$ cat config.mk
export PLATFORM = sky130hd
export DESIGN_NAME = hazard_sequencer
export DESIGN_NICKNAME = d
export VERILOG_FILES = /design/src/rtl/hazard_sequencer_pkg.sv /design/src/rtl/hazard_sequencer_hazard_detect.sv /design/src/rtl/hazard_sequencer.sv
export SDC_FILE = /design/constraint.sdc
export NUM_CORES = 1
export LEC_CHECK = 0
export BUFFER_PORTS_ARGS = -buffer_cell sky130_fd_sc_hd__buf_2
export CORE_MARGIN = 1.5
export CORE_UTILIZATION = 56
export DETAILED_ROUTE_END_ITERATION = 6
export GPL_TIMING_DRIVEN = 1
export PLACE_DENSITY_LB_ADDON = 0.05
export SLEW_MARGIN = 25
export SYNTH_ARGS = -nofsm -noshare
export SYNTH_HDL_FRONTEND = slang
export SYNTH_SLANG_ARGS = --single-unit
$ cat constraint.sdc
create_clock -name clk -period 3.1 [get_ports clk]
set_input_delay 0.31 -clock clk [delete_from_list [all_inputs] [get_ports clk]]
set_output_delay 0.31 -clock clk [all_outputs]
set_load 0.05 [all_outputs]
$ cat src/rtl/hazard_sequencer_pkg.sv
`default_nettype none
// ============================================================================
// Module  : hazard_sequencer_pkg
// Brief   : Shared pipeline types and constants for the hazard sequencer.
// Revision: 1.0 - initial release
// ============================================================================
package hazard_sequencer_pkg;

    typedef enum logic [1:0] {
        ST_RUN      = 2'd0,
        ST_MEM_WAIT = 2'd1,
        ST_DRAIN    = 2'd2,
        ST_HALTED   = 2'd3
    } hs_state_t;

    localparam logic [4:0] REG_X0               = 5'd0;
    localparam int         DEFAULT_DRAIN_CYCLES = 3;
    localparam int         DEFAULT_MEM_TIMEOUT  = 255;

endpackage
`default_nettype wire

$ cat src/rtl/hazard_sequencer_hazard_detect.sv
`default_nettype none
// ============================================================================
// Module  : hazard_detect
// Brief   : Combinational load-use comparator between ID and ID/EX.
// Revision: 1.0 - initial release
// ============================================================================
module hazard_detect
    import hazard_sequencer_pkg::*;
(
    input  logic       id_valid,
    input  logic [4:0] id_rs1_id,
    input  logic [4:0] id_rs2_id,
    input  logic       id_uses_rs1,
    input  logic       id_uses_rs2,
    input  logic       idex_valid,
    input  logic       idex_mem_enable,
    input  logic       idex_mem_write,
    input  logic [4:0] idex_rd_id,
    output logic       load_use
);

    logic w_is_load;
    logic w_src_match;

    assign w_is_load   = idex_valid & idex_mem_enable & ~idex_mem_write & (idex_rd_id != REG_X0);
    assign w_src_match = (id_uses_rs1 & (id_rs1_id == idex_rd_id))
                       | (id_uses_rs2 & (id_rs2_id == idex_rd_id));
    assign load_use    = w_is_load & id_valid & w_src_match;

endmodule
`default_nettype wire

$ cat src/rtl/hazard_sequencer.sv
`default_nettype none
// ============================================================================
// Module  : hazard_sequencer
// Brief   : Stall/flush controller for the 5-stage pipeline.
//           Optional perf counters enabled by macro HAZARD_PERF_EN.
// Revision: 1.0 - initial release
// ============================================================================
module hazard_sequencer
    import hazard_sequencer_pkg::*;
#(
    parameter int DRAIN_CYCLES = DEFAULT_DRAIN_CYCLES,
    parameter int MEM_TIMEOUT  = DEFAULT_MEM_TIMEOUT,
    parameter int CNT_W        = 8
) (
    input  logic        clk,
    input  logic        reset,
    input  logic        id_valid,
    input  logic [4:0]  id_rs1_id,
    input  logic [4:0]  id_rs2_id,
    input  logic        id_uses_rs1,
    input  logic        id_uses_rs2,
    input  logic        id_is_halt,
    input  logic        idex_valid,
    input  logic        idex_mem_enable,
    input  logic        idex_mem_write,
    input  logic [4:0]  idex_rd_id,
    input  logic        ex_redirect,
    input  logic        exmem_mem_enable,
    input  logic        dmem_ready,
    output logic        pc_we,
    output logic        ifid_we,
    output logic        idex_we,
    output logic        exmem_we,
    output logic        ifid_flush,
    output logic        idex_bubble,
    output logic        memwb_bubble,
    output logic        is_halted,
    output logic        mem_timeout_err
`ifdef HAZARD_PERF_EN
   ,output logic [31:0] perf_stall_cycles,
    output logic [31:0] perf_bubbles,
    output logic [31:0] perf_flushes
`endif
);

    localparam logic [CNT_W-1:0] c_timeout    = CNT_W'(MEM_TIMEOUT);
    localparam logic [CNT_W-1:0] c_drain_last = CNT_W'(DRAIN_CYCLES - 1);

    hs_state_t        r_state, w_state_next, w_eff_state;
    logic [CNT_W-1:0] r_cnt, w_cnt_next, w_eff_cnt;
    logic [CNT_W-1:0] r_saved_cnt, w_saved_next;
    logic             r_ret_drain, w_ret_next;
    logic             r_is_halted, r_err, w_err_set;
    logic             w_mem_stall, w_load_use, w_halt_req;

    assign w_mem_stall = exmem_mem_enable & ~dmem_ready;
    assign w_halt_req  = id_valid & id_is_halt;

    hazard_detect u_hazard_detect (
        .id_valid        (id_valid),
        .id_rs1_id       (id_rs1_id),
        .id_rs2_id       (id_rs2_id),
        .id_uses_rs1     (id_uses_rs1),
        .id_uses_rs2     (id_uses_rs2),
        .idex_valid      (idex_valid),
        .idex_mem_enable (idex_mem_enable),
        .idex_mem_write  (idex_mem_write),
        .idex_rd_id      (idex_rd_id),
        .load_use        (w_load_use)
    );

    // The dmem-ready cycle of a wait behaves exactly like the origin state,
    // with the drain count it had before the wait began.
    always_comb begin
        w_eff_state = r_state;
        w_eff_cnt   = r_cnt;
        if (r_state == ST_MEM_WAIT && !w_mem_stall) begin
            w_eff_state = r_ret_drain ? ST_DRAIN : ST_RUN;
            w_eff_cnt   = r_saved_cnt;
        end
    end

    always_comb begin
        pc_we        = 1'b1;
        ifid_we      = 1'b1;
        idex_we      = 1'b1;
        exmem_we     = 1'b1;
        ifid_flush   = 1'b0;
        idex_bubble  = 1'b0;
        memwb_bubble = 1'b0;
        w_state_next = w_eff_state;
        w_cnt_next   = w_eff_cnt;
        w_saved_next = r_saved_cnt;
        w_ret_next   = r_ret_drain;
        w_err_set    = 1'b0;
        if (!reset) begin
            if (w_mem_stall && w_eff_state != ST_HALTED) begin
                pc_we        = 1'b0;
                ifid_we      = 1'b0;
                idex_we      = 1'b0;
                exmem_we     = 1'b0;
                memwb_bubble = 1'b1;
            end
            case (w_eff_state)
                ST_RUN: begin
                    if (w_mem_stall) begin
                        w_state_next = ST_MEM_WAIT;
                        w_cnt_next   = CNT_W'(1);
                        w_saved_next = w_eff_cnt;
                        w_ret_next   = 1'b0;
                    end else if (ex_redirect) begin
                        ifid_flush  = 1'b1;
                        idex_bubble = 1'b1;
                    end else if (w_load_use) begin
                        pc_we       = 1'b0;
                        ifid_we     = 1'b0;
                        idex_bubble = 1'b1;
                    end else if (w_halt_req) begin
                        pc_we        = 1'b0;
                        ifid_flush   = 1'b1;
                        w_state_next = ST_DRAIN;
                        w_cnt_next   = '0;
                    end
                end
                ST_MEM_WAIT: begin
                    ifid_flush = r_ret_drain;
                    if (r_cnt == c_timeout) begin
                        w_err_set    = 1'b1;
                        w_state_next = ST_HALTED;
                    end else begin
                        w_cnt_next = r_cnt + CNT_W'(1);
                    end
                end
                ST_DRAIN: begin
                    pc_we      = 1'b0;
                    ifid_flush = 1'b1;
                    if (w_mem_stall) begin
                        w_state_next = ST_MEM_WAIT;
                        w_cnt_next   = CNT_W'(1);
                        w_saved_next = w_eff_cnt;
                        w_ret_next   = 1'b1;
                    end else if (w_eff_cnt == c_drain_last) begin
                        w_state_next = ST_HALTED;
                    end else begin
                        w_cnt_next = w_eff_cnt + CNT_W'(1);
                    end
                end
                ST_HALTED: begin
                    pc_we      = 1'b0;
                    ifid_we    = 1'b0;
                    ifid_flush = 1'b1;
                end
                default: w_state_next = ST_RUN;
            endcase
        end
    end

    always_ff @(posedge clk) begin
        if (reset) begin
            r_state     <= ST_RUN;
            r_cnt       <= '0;
            r_saved_cnt <= '0;
            r_ret_drain <= 1'b0;
            r_is_halted <= 1'b0;
            r_err       <= 1'b0;
        end else begin
            r_state     <= w_state_next;
            r_cnt       <= w_cnt_next;
            r_saved_cnt <= w_saved_next;
            r_ret_drain <= w_ret_next;
            r_is_halted <= (r_state == ST_HALTED);
            r_err       <= r_err | w_err_set;
        end
    end

    assign is_halted       = r_is_halted;
    assign mem_timeout_err = r_err;

`ifdef HAZARD_PERF_EN
    logic        w_ev_stall, w_ev_bubble, w_ev_flush;
    logic [31:0] r_perf_stall, r_perf_bubble, r_perf_flush;

    assign w_ev_stall  = ~reset & w_mem_stall & (w_eff_state != ST_HALTED);
    assign w_ev_flush  = ~reset & ~w_mem_stall & (w_eff_state == ST_RUN) & ex_redirect;
    assign w_ev_bubble = ~reset & ~w_mem_stall & (w_eff_state == ST_RUN) & ~ex_redirect & w_load_use;

    always_ff @(posedge clk) begin
        if (reset) begin
            r_perf_stall  <= '0;
            r_perf_bubble <= '0;
            r_perf_flush  <= '0;
        end else begin
            if (w_ev_stall  && r_perf_stall  != '1) r_perf_stall  <= r_perf_stall  + 32'd1;
            if (w_ev_bubble && r_perf_bubble != '1) r_perf_bubble <= r_perf_bubble + 32'd1;
            if (w_ev_flush  && r_perf_flush  != '1) r_perf_flush  <= r_perf_flush  + 32'd1;
        end
    end

    assign perf_stall_cycles = r_perf_stall;
    assign perf_bubbles      = r_perf_bubble;
    assign perf_flushes      = r_perf_flush;
`endif

endmodule
`default_nettype wire

==> summary.md, run 1 <==
| Metric | Value |
|---|---|
| Async set or reset register ratio after synthesis | `0%` |
| Final setup viols | `0` |
| DIE AREA | `3689 sq um` |
| Post-synth top flop | `dfxtp_1` |
| Critical path peak fanout | `15` |
| LEAKAGE | `between 0.0008 and 0.0009 uW` |
| Syn Area/Cell | `7.208 sq um` |
| CP Cell Sequence | `a31oi_1, inv_1, ha_1, inv_1, nand3_1, inv_1, buf_2` |
| Crit path DAT | `2450 ps` |
| Residual DRC | `0` |
| Required time worst endpoint | `about 2800 ps` |
| Cts hold-fix bufs | `0` |
| Critical Path Slowest Stage Cell | `a31oi_1` |
| Sw Ratio | `about 35%` |
| Wire per inst | `approximately 16 um` |
| Tot GR Track Use | `31.76%` |
| Crit-path most repeated cell | `inv_1` |
| Syn nets | `just under 300` |
| Dpl hpwl | `3883 um` |
| CTS Buffer Depth | `2` |
| CTS H-tree lvls | `1` |
| Worst hold path endpoint | `mem_timeout_err` |
| Max-cap viol count | `0` |
| Buffer and inverter count on the worst path | `4` |
| Drt initial violations | `between 200 and 250` |
| Logic pwr share | `24.1%` |
| Min Hold Slack | `about 400 ps` |
| R2r startpoint | `r_state[0]` |
| IO Port Bufs | `35` |
| Unrepaired setup endpoints after global routing | `false` |
| Die height | `roughly 61 um` |
| FF-to-FF End | `r_cnt[5]` |
| Worst Hold Class | `in -> reg` |
| Post CTS Setup Buffer Count | `0` |
| TritonCTS clock tree | `yes` |
| Largest net degree at the start of global routing | `30` |
| Post-synth cell types | `56` |
| Power share of the clock group | `between 20% and 30%` |
| Initial antenna violation count | `0` |
| CP max stage delay | `approximately 480 ps` |
| Post-synthesis register bit count | `21` |
| Hold path depth | `2` |
| Vias post-DR | `roughly 2.1k` |
| NumNets Final | `319` |
| R2R setup slack | `between 600 and 700 ps` |
| Final Hold Fails | `0` |
| Setup Skew | `approximately 13 ps` |
| Initial Utilization | `about three fifths` |
| Commonest cells post-synth | `nand2_1, o21ai_0, dfxtp_1` |
| Clk_lat worst skew | `roughly 330 ps` |
| Inserted Diodes | `0` |
| Clk pin slew, worst setup/hold paths | `around 130 ps` |
| VDD IR-drop max | `between 0.2 and 0.3 mV` |
| CTS resizes | `0` |
| Top-count cell post-synth | `nand2_1` |
| Crit path kind | `reg -> out` |
| Finished Layout Cells | `330` |
| Slew Viols, Final | `0` |
| Congestion Overflow GR | `0` |
| Clock root cell | `clkbuf_4` |
| Placer Congestion | `between 0.9 and 1` |
| Drt pass-1 iters | `5` |
| Synth area leader | `dfxtp_1` |
| Pint | `roughly 370 uW` |
| Netlist Area Pre-Place | `between 1500 and 2000 sq um` |
| Critical path startpoint category | `flop` |
| Fill cells | `310` |
| Rel. slew slack | `between 60% and 70%` |
| Area share of the largest cell type after synthesis | `approximately 23%` |
| TritonCTS Buffers | `3` |
| Worst Hold Launch | `reset` |
| R2r worst-path depth | `8` |
| Crit. End Element | `output pin` |
| Fin crit period | `~2800 ps` |
| Status | `complete, no violations` |
| Drt total wl | `around 5400 um` |
| Inst Count DP | `326` |
| EDFF count, synth | `0` |
| Power density over the cells | `between 200 and 300 nW/um^2` |
| Layout cells sized above 1 | `between 10% and 20%` |
| Ports | `36` |
| Worst-Margin Slew | `roughly 550 ps` |
| Die X | `approximately 61 um` |
| Core Box Area | `slightly above 3000 sq um` |
| Row cnt | `20` |
| Total negative slack | `0 ps` |
| Yosys warns | `0` |
| First-pass GRT wire length | `a little under 9000 um` |
| Via density | `approximately 6.4` |
| P_sw | `a little under 200 uW` |
| Number of global-route vias before repair | `between 1.5k and 2k` |
| Mapped Cells | `around 260` |
| Area growth syn-to-layout | `11.66%` |
| Cell family with most CP delay | `buffers and inverters` |
| Reg power frac | `49.1%` |
| Area contributors post-synth | `dfxtp_1, nand2_1, o21ai_0` |
| Seq/Total Area, Yosys | `22.52%` |
| Max Freq | `361.9 MHz` |
| Crit share post-route | `between 80% and 90%` |
| Antenna-violating nets left | `0` |
| CTS sink cnt | `21` |
-- state kept, by name, summed over array words and instances, names as in the netlist --
register and count:
r_saved_cnt 8, r_cnt 8, r_ret_drain 1, r_state 2, mem_timeout_err 1, is_halted 1
-- per-stage QoR --
step	power [uW]	area [sq um]	setup slack [ps]	utilization, %
2_1_floorplan	376.4	1867	61.85	-
3_3_place_gp	421.6	2054	675.1	66.21
3_5_place_dp	422.3	2054	602.5	66.21
4_1_cts	569.0	2085	357.1	67.18
5_1_grt	593.0	2085	49.08	67.18
6_report	572.5	2085	336.9	67.18
-- layout make-up --
cell class | instances | area, sq um | area share [%]
Clock inverter | 1 | 7.507 | 0.3601
Multi-Input combinational cell | 213 | 1336 | 64.11
Clock buffer | 3 | 22.52 | 1.080
Inverter | 8 | 30.03 | 1.441
Sequential cell | 21 | 420.4 | 20.17
Tap cell | 44 | 55.05 | 2.641
Timing Repair Buffer | 40 | 212.7 | 10.20
-- routing by layer --
layer  up-vias  GRT usage (%)  part of all wire (%)
met3        18          5.330                    11
met2       119          48.23                    43
li1       1031              -                     -
met4         0          8.385                   1.8
met5         -              0                     0
met1       956          46.56                    44
-- cell usage in the layout, fill, tap and decap left out, types with 5 or more instances in the layout --
master	Yosys	routed
o22ai_1	6	6
inv_1	8	8
xnor2_1	12	12
dfxtp_1	21	21
o21ai_0	23	22
buf_2	4	35
nor2_1	12	12
mux2i_1	6	6
and3_1	5	5
nand3_1	11	11
buf_4	1	5
nor3_1	5	5
nand2_1	38	38
ha_1	5	5
a21oi_1	20	20
a211oi_1	5	5
-- power groups by stage --
stage | Sequential (uW) | Combinational, uW | Clock (uW)
final | 281 | 138 | 153
after global routing | 282 | 150 | 161
after CTS | 280 | 136 | 152
after detailed placement | 286 | 136 | 0
after global placement | 286 | 135 | 0
after floorplan | 283 | 93.4 | 0
-- worst reg2reg max path, cell delays in order (launching register included) --
cell and delay (ps):
dfxtp_1 470, a31oi_1 480, inv_1 140, ha_1 220
inv_1 310, nand2_1 120, or3_1 320, a41o_1 200
a211oi_2 130
-- worst max path at each step --
stage | endpoint | depth (start not counted) | startpoint | slack, ps
finish | memwb_bubble | 7 | r_state[0] | 340
global placement | r_cnt[5] | 10 | dmem_ready | 680
CTS | memwb_bubble | 7 | r_state[0] | 360
detailed placement | r_cnt[5] | 10 | dmem_ready | 600
floorplan | memwb_bubble | 9 | dmem_ready | 60
global route | memwb_bubble | 7 | r_state[0] | 50
-- logic make-up after synthesis --
group                      share of synthesized area (%)
muxes                                              3.820
DFF                                                22.52
adders and majority gates                          3.351
xor gates and xnor gates                           6.099
buffers and inverters                              5.898
AOI/OAI and AO/OA                                  32.24
and+or+nand+nor                                    26.07
Note: power is estimated with default switching activity, not from simulation.
==> run 2, diff against run 1 <==
--- a/config.mk
+++ b/config.mk
@@ -6,6 +6,7 @@
 export NUM_CORES = 1
 export LEC_CHECK = 0
 export BUFFER_PORTS_ARGS = -buffer_cell sky130_fd_sc_hd__buf_2
+export CORE_ASPECT_RATIO = 0.7
 export CORE_MARGIN = 1.5
 export CORE_UTILIZATION = 56
 export DETAILED_ROUTE_END_ITERATION = 6
==> summary.md, run 2 (same netlist as run 1, synthesis figures left out) <==
| Metric | Value |
|---|---|
| Status | `complete, no violations` |
| CTS H-tree lvls | `1` |
| Wl on met1 | `about 2600 um` |
| Crit-path most repeated cell | `a31oi_1` |
| Drt total wl | `5573 um` |
| Max Freq | `about 380 MHz` |
| Setup Skew | `roughly 17 ps` |
| Leading cell type in the layout, fill and taps excluded | `nand2_1` |
| Top routing layer in use | `met4` |
| Final setup viols | `0` |
| Placer Congestion | `0.9257` |
| Cts hold-fix bufs | `0` |
| Die height | `51.31 um` |
| Wire per inst | `around 17 um` |
| Crit share post-route | `between 80% and 90%` |
| Clk_lat worst skew | `roughly 280 ps` |
| Metal2 WL | `2295 um` |
| Number of global-route vias before repair | `about 1.9k` |
| Final core occ | `approximately two thirds` |
| Area growth syn-to-layout | `12.27%` |
| Worst Hold Class | `in -> reg` |
| IO Port Bufs | `35` |
| Worst Hold Launch | `reset` |
| Dpl hpwl | `about 4000 um` |
| Worst-Margin Slew | `about 550 ps` |
| TritonCTS Buffers | `3` |
| Die X | `72.01 um` |
| Initial antenna violation count | `0` |
| CTS Buffer Depth | `2` |
| CTS resizes | `0` |
| Met3 WL post-DR | `630 um` |
| R2r worst-path depth | `8` |
| LEAKAGE | `0.0008302 uW` |
| Post CTS Setup Buffer Count | `0` |
| Hold path depth | `2` |
| Initial Utilization | `58.90%` |
| Residual DRC | `0` |
| Fin crit period | `between 2000 and 3000 ps` |
| Critical path peak fanout | `11` |
| Largest net degree at the start of global routing | `30` |
| Inserted Diodes | `0` |
| Drt initial violations | `233` |
| Worst setup margin | `451.6 ps` |
| Antenna-violating nets left | `0` |
| Critical path startpoint category | `flop` |
| Power density over the cells | `294.9 nW/um^2` |
| CTS sink cnt | `21` |
| Row cnt | `17` |
| CP max stage delay | `between 400 and 500 ps` |
| Crit path DAT | `2340 ps` |
| Post-Place Worst Slack | `around 500 ps` |
| R2r startpoint | `r_state[0]` |
| Layout cells sized above 1 | `18.18%` |
| Largest registers | `r_cnt: 8 flops, r_saved_cnt: 8 flops, r_state: 2 flops` |
| Vias post-DR | `approximately 2.1k` |
| Critical Path Slowest Stage Cell | `a31oi_1` |
| Finished Layout Cells | `around 320` |
| Congestion Overflow GR | `0` |
| CP Cell Sequence | `a31oi_1, ha_1, a21oi_1, a221o_1, a31oi_1, buf_2` |
| Total negative slack | `0 ps` |
| Crit path kind | `reg -> out` |
| Ports | `36` |
| First-pass GRT wire length | `slightly above 9000 um` |
| Clock root cell | `clkbuf_8` |
| Required time worst endpoint | `2790 ps` |
| VDD IR-drop max | `0.3224 mV` |
| Max-cap viol count | `0` |
| Inst Count DP | `between 300 and 400` |
| Worst setup startpoint | `r_state[0]` |
| Clk pin slew, worst setup/hold paths | `80 ps` |
| Core Box Area | `3169 sq um` |
| Commonest cells after routing, fill and taps aside | `nand2_1, buf_2, o21ai_0` |
| Unrepaired setup endpoints after global routing | `false` |
| Slew Viols, Final | `0` |
| Rel. slew slack | `between 60% and 70%` |
| Via density | `6.568` |
| Final Hold Fails | `0` |
| NumNets Final | `319` |
| Crit. End Element | `output pin` |
| TritonCTS clock tree | `yes` |
| Drt pass-1 iters | `5` |
| Tot GR Track Use | `about a third` |
| DIE AREA | `around 3700 sq um` |
[run 2: cell counts in the layout (fill, tap and decap cells not counted)]
No cell type changed its count.
[run 2: area by class of cell]
type	instances	area [sq um]
clock buffers	3	41.29
clock inverters	1	7.507
fillers	295	1074
inverters	8	30.03
multi-input cells	213	1336
flip-flops and latches	21	420.4
well taps	38	47.55
repair buffers	40	212.7
[run 2: per-stage QoR]
| step | cell area, sq um | power (uW) | hold slack (ps) |
|---|---|---|---|
| after floorplan | 1867 | 376.4 | 462.4 |
| after global placement | 2047 | 421.8 | 460.6 |
| after global routing | 2096 | 645.3 | 488.7 |
| after CTS | 2096 | 616.4 | 467.1 |
| after detailed placement | 2047 | 422.6 | 483.2 |
| final | 2096 | 618.0 | 473.5 |
[run 2: worst paths after layout]
kind / slack (ps) / to
setup / recovery: 450 / ifid_flush
hold / removal: 470 / mem_timeout_err
setup reg to reg: 770 / r_cnt[5]
hold reg to reg: 500 / mem_timeout_err
[run 2: power by group]
| group | switching (uW) | internal, uW |
|---|---|---|
| sequential | 6.65 | 273 |
| combinational | 87.7 | 51.6 |
| clock | 108 | 91.2 |
[run 2: metal layers]
layer / track usage [%] / up-vias
met5: 0 / -
met4: 8.805 / 0
met3: 7.692 / 10
met2: 47.99 / 145
met1: 46.72 / 942
li1: - / 1031
[run 2: worst max-delay path, delay by kind of cell, from the launching register on]
kind | cells | cell delay (ps)
AO/OA/AOI/OAI | 4 | 990
adder cells (fa/ha/maj) | 1 | 450
flip-flops | 1 | 350
buffers and inverters | 1 | 280
